`config.mk`:
```
export PLATFORM = sky130hd
export DESIGN_NAME = if_id_stage
export DESIGN_NICKNAME = d
export VERILOG_FILES = /design/src/rtl/if_id_stage.sv
export SDC_FILE = /design/constraint.sdc
export NUM_CORES = 1
export LEC_CHECK = 0
export ABC_CLOCK_PERIOD_IN_PS = 2630
export CAP_MARGIN = 20
export CORE_AREA = 2 2 144 146
export CTS_CLUSTER_DIAMETER = 80
export DETAILED_ROUTE_END_ITERATION = 8
export DIE_AREA = 0 0 146 148
export DONT_BUFFER_PORTS = 1
export MAX_ROUTING_LAYER = met4
export PLACE_DENSITY = 0.42
export SKIP_CTS_REPAIR_TIMING = 1
export SLEW_MARGIN = 20
export SYNTH_ARGS = -nofsm -noshare
export SYNTH_HDL_FRONTEND = slang
export SYNTH_SLANG_ARGS = --single-unit
```
`constraint.sdc`:
```
create_clock -name clk -period 2.63 [get_ports clk]
set_clock_uncertainty 0.2 [all_clocks]
set_input_delay 0.526 -clock clk [delete_from_list [all_inputs] [get_ports clk]]
set_output_delay 0.526 -clock clk [all_outputs]
set_load 0.02 [all_outputs]
```
`src/rtl/if_id_stage.sv`:
```
// Instruction-fetch stage with the IF/ID pipeline register.
// Owns the PC, drives a sync-read imem, applies stalls and ID redirects.
module if_id_stage #(
    parameter logic [31:0] RESET_PC = 32'h0000_0000,
    parameter int          ADDR_W   = 8,
    parameter logic [31:0] NOP      = 32'h0000_0000
) (
    input  logic              clk,
    input  logic              rst,
    input  logic              stall,
    input  logic              branch_taken,
    input  logic [31:0]       branch_target,
    input  logic              jump,
    input  logic [31:0]       jump_target,
    output logic [ADDR_W-1:0] imem_addr,
    input  logic [31:0]       imem_rdata,
    output logic [31:0]       pc_ID,
    output logic [31:0]       pc_plus4_ID,
    output logic [31:0]       instr_ID,
    output logic              valid_ID
);

    typedef enum logic {
        S_FILL,
        S_RUN
    } state_e;

    state_e      state_q, state_d;
    logic [31:0] pc_q, pc_d;
    logic [31:0] pc_id_q, pc_id_d;
    logic [31:0] pc4_id_q, pc4_id_d;
    logic [31:0] instr_q, instr_d;
    logic        valid_q, valid_d;
    logic [31:0] pc_plus4;
    logic        redirect;

    assign pc_plus4 = pc_q + 32'd4;
    assign redirect = jump | branch_taken;

    always_comb begin
        pc_d = pc_plus4;
        if (state_q == S_FILL || stall) begin
            pc_d = pc_q;
        end else if (jump) begin
            pc_d = jump_target & 32'hFFFF_FFFC;
        end else if (branch_taken) begin
            pc_d = branch_target & 32'hFFFF_FFFC;
        end
    end

    // imem registers this address, so its data lines up with pc_q next cycle
    assign imem_addr = rst ? pc_d[ADDR_W+1:2] : RESET_PC[ADDR_W+1:2];

    always_comb begin
        state_d  = S_RUN;
        pc_id_d  = pc_id_q;
        pc4_id_d = pc4_id_q;
        instr_d  = instr_q;
        valid_d  = valid_q;
        if (state_q == S_FILL || (!stall && redirect)) begin
            pc_id_d  = 32'd0;
            pc4_id_d = 32'd0;
            instr_d  = NOP;
            valid_d  = 1'b0;
        end else if (!stall) begin
            pc_id_d  = pc_q;
            pc4_id_d = pc_plus4;
            instr_d  = imem_rdata;
            valid_d  = 1'b1;
        end
    end

    always_ff @(posedge clk or negedge rst) begin
        if (!rst) begin
            state_q  <= S_FILL;
            pc_q     <= RESET_PC;
            pc_id_q  <= 32'd0;
            pc4_id_q <= 32'd0;
            instr_q  <= NOP;
            valid_q  <= 1'b0;
        end else begin
            state_q  <= state_d;
            pc_q     <= pc_d;
            pc_id_q  <= pc_id_d;
            pc4_id_q <= pc4_id_d;
            instr_q  <= instr_d;
            valid_q  <= valid_d;
        end
    end

    assign pc_ID       = pc_id_q;
    assign pc_plus4_ID = pc4_id_q;
    assign instr_ID    = instr_q;
    assign valid_ID    = valid_q;

endmodule

```
After elaboration in Yosys (flattened, before gate mapping). Cells that the tools add are included.

$add $sub $neg: 1. Equality and inequality tests: 1. Muxes and demuxes: 12. Bitwise operators: 2. Reduce and logical (&&, ||, !) cells: 4.

Operators with widths (count): $mux 32 (8); $add 32x3->32 const B (1); $mux 10 (1); $mux 8 (1); $logic_or 1x1->1 (2); $mux 1 (2); $ne 2x1->1 const B (1); $logic_and 1x1->1 (1); $logic_not 1->1 (1); $not 1->1 (1); $or 1x1->1 (1).

Register bits: 130. Bits of input ports: 101. Logic and storage cells: 27.

Logic depth before layout (Yosys ltp).
Word-level depth: 5. Gate-level depth with buffers: 7. Gate-level depth less buffers: 6.

Worst setup path after synthesis. Ideal clock, no wire load.

Path type: reg-to-output. Start point: reg pc_q[2]. End point: out imem_addr[2]. Arrival: 1.595 ns. Data required time: 1.904 ns. Slack: 0.309 ns. Cell stages (with the launch flop): 8. Path through: dfrtp_1 -> ha_1 -> clkbuf_1 -> xor2_1 -> mux2i_1 -> nand2_1 -> o21ai_0 -> a21oi_1.

Longest elaborated chain between the ends: 5.

RTL lines: start, declared (line 29) `logic [31:0] pc_q, pc_d;`; start signal, assigned (line 83) `pc_q <= pc_d;`; $add 32x3->32 (line 37) `assign pc_plus4 = pc_q + 32'd4;`; $mux 32 (line 46) `end else if (branch_taken) begin`; $mux 32 (line 44) `end else if (jump) begin`; $mux 10 (line 42) `if (state_q == S_FILL || stall) begin`; $mux 8 (line 52) `assign imem_addr = rst ? pc_d[ADDR_W+1:2] : RESET_PC[ADDR_W+1:2];`; end, declared (line 15) `output logic [ADDR_W-1:0] imem_addr,`.

Every way passes these cells.

Final worst setup path.
Start point: reg pc_q[2]. End point: out imem_addr[5].

The elaborated chain is that of the path after synthesis.

==> impl_results.md <==
* Die Width at 146 um
* Post-synthesis sequential area ratio at 53.74%
* Final period util at 100.6%
* Synth top area share at 53.74%
* Ports at 206
* GRT overflow at 0
* Most common cell in the netlist: dfrtp_1
* Setup CP Type: reg -> out
* Area grow syn2layout at 19.35%
* Post-synth EDFFs at 0
* Final wirelength at 18.84 mm
* CTS Buf Count at 17
* Vias in the first global route at 4713
* Post-synthesis cell count at 577
* Drt pass-1 iters at 5
* Min cycle time layout at 2645 ps
* FF-to-FF path depth at 9
* Warnings, synthesis at 0
* Routed vias at 4643
* First-pass GRT wire length at 28.43 mm
* Violated checks: hold timing, setup timing
* Max Cap Viol at 0
* Final Hold Viols at 128
* Mapped Area at 5961 sq um
* Clock latency on the worst-skew pair at 430 ps
* Pre-CTS setup slack at 233.6 ps
* Clk buf depth at 2
* Num rows at 52
* Synth unique cells at 53
* WL per Instance at 21.71 um
* CTS tree: yes
* Die Area at 21610 sq um
* Antenna-violating nets left at 0
* Worst EP arrival at 1920 ps
* Worst setup margin at -15.19 ps
* Fillers at 2062
* Register Area at 3208 sq um
* Worst vdd ir at 0.4322 mV
* Hold slack at -397.1 ps
* Nets at 686
* Endpoints failing setup at 1
* FF+latch count, synth at 128
* Clk sinks at 128
* Pin count of the biggest net entering global routing at 137
* Global Route Usage Sum at 17.88%
* Setup TNS at -15.19 ps
* Via/cell ratio at 5.349
* Pleak at 3.078 nW
* Worst EP required at 1900 ps
* Ys flop type: dfrtp_1
* Area of the multi-input gates at 2594 sq um
* CP startpoint kind: flip-flop
* R2R setup slack at 230 ps
* Drt initial violations at 244
* Worst r2r src: pc_q[2]
* RSZ-0062 raised after global routing: true
* Synth Net Count at 679
* FFs w/ async S/R, synth at 100.0%
* Status: complete, but fails checks
* Max FO, Critical Path at 4
* Initial antenna violation count at 1
* Clock Pin Slew Worst Setup and Hold Paths at 60 ps
* Pwr per Cell Area at 748.1 nW/um^2
* Core Area at 20040 sq um
* Avg Inst Size Synth at 10.33 sq um
* Port bufs at 0
* Cell taking the most area after synthesis: dfrtp_1
* CP endpoint kind: primary output
* Placer Congestion at 0.7582
* Die Y at 148 um
* Total number of H-tree levels at 4
* Share of cells above drive strength 1 at 18.43%
* Count of pins over their slew limit at 0
* Achievable Freq at 378.0 MHz
* Post-DP HPWL at 12.66 mm
* Drt drc at 0
* Crit Reg-Reg Endpoint: pc_q[22]
* Hold WC Path Type: in -> async
* Starting Density at 29.75%
* CTS Root Cell: clkbuf_16
* Synth cell count leaders: dfrtp_1 (128), a22o_1 (70), nand2_1 (50)
* Top cells by area, synth: dfrtp_1 (54%), a22o_1 (10%), nand2_1 (3.1%), o21ai_0 (3.1%), xnor2_1 (2.8%)
[critical path, cell delays in order, from the launching register on]
cell and delay [ps]:
dfrtp_2 450, buf_6 130, nand2_4 80, o21a_1 150, nor3_1 60, o311ai_2 310
o211a_1 310
[worst max path at each step]
stage / from / end / slack [ps] / cells past startpoint
6_report: pc_q[2] / imem_addr[5] / -20 / 6
2_1_floorplan: pc_q[2] / imem_addr[2] / 310 / 7
5_1_grt: pc_q[3] / imem_addr[5] / -70 / 6
4_1_cts: pc_q[5] / imem_addr[5] / -230 / 5
3_5_place_dp: pc_q[5] / imem_addr[5] / 230 / 5
3_3_place_gp: pc_q[2] / imem_addr[4] / 250 / 6
[per-stage QoR]
step	instance area (sq um)	cells	utilization, %	total power, mW
after floorplan	5961	577	-	2.708
after global placement	6309	820	31.48	2.875
after detailed placement	6309	820	31.48	2.885
after CTS	6904	852	34.45	5.319
after global routing	7114	868	35.50	5.575
final	7114	868	35.50	5.322
[report_power, final]
group / switching, mW / internal [mW]
clock: 0.952 / 1.43
combinational: 0.325 / 0.292
sequential: 0.227 / 2.09
total: 1.50 / 3.82
[per-layer routing]
layer	routed length [um]	vias up	global-route usage, %
met5	0	-	-
met4	189	0	4.951
met3	1526	14	5.648
met2	8814	184	27.78
met1	8311	2315	22.63
li1	-	2130	-
[layout make-up]
cell class	instances	share of cell area (%)
clock buffer	18	6.173
antenna	1	0.03517
sequential	128	45.09
multi-input combinational	385	36.46
tap	270	4.749
timing repair buffer	42	4.766
clock inverter	14	2.198
inverter	10	0.5276
[sequential cells by signal, indices dropped and copies added (netlist names)]
| name | cells |
|---|---|
| pc_q | 32 |
| valid_ID | 1 |
| instr_ID | 32 |
| pc_plus4_ID | 30 |
| state_q | 1 |
| pc_ID | 32 |
[cells in the final DEF, fill, tap and decap left out, types with 3 or more instances in the layout]
cell / netlist / final
dfrtp_1: 128 / 124
a22o_1: 70 / 70
nand2_1: 50 / 49
buf_4: 3 / 38
o21ai_0: 37 / 36
a21oi_1: 31 / 31
nor2_1: 31 / 30
xnor2_1: 19 / 17
clkbuf_16: 0 / 17
nand3_1: 16 / 16
o21ai_1: 12 / 13
nand4_1: 10 / 10
inv_1: 9 / 9
nor3_1: 11 / 9
o2bb2ai_1: 8 / 8
mux2i_1: 6 / 6
o22ai_1: 6 / 6
xor2_1: 7 / 6
a22oi_1: 6 / 6
and2_4: 0 / 5
and3_1: 5 / 5
nor4_2: 5 / 5
clkinvlp_4: 0 / 4
inv_6: 0 / 4
dfrtp_2: 0 / 4
o211ai_1: 3 / 3
nor2b_1: 5 / 3
nor3_2: 2 / 3
a222oi_1: 3 / 3
o21bai_1: 3 / 3
a221oi_1: 3 / 3
o31a_1: 3 / 3
clkinv_4: 0 / 3
buf_6: 0 / 3
[cells by family after synthesis]
group           synth area share, %
buf+inv                       4.366
other cells                 0.06291
fa+ha+maj                    0.2099
simple gates                  13.37
xor+xnor                      3.820
flops                         53.74
compound gates                23.43
mux                           1.008
No activity file was read; power rests on OpenSTA's default activity.
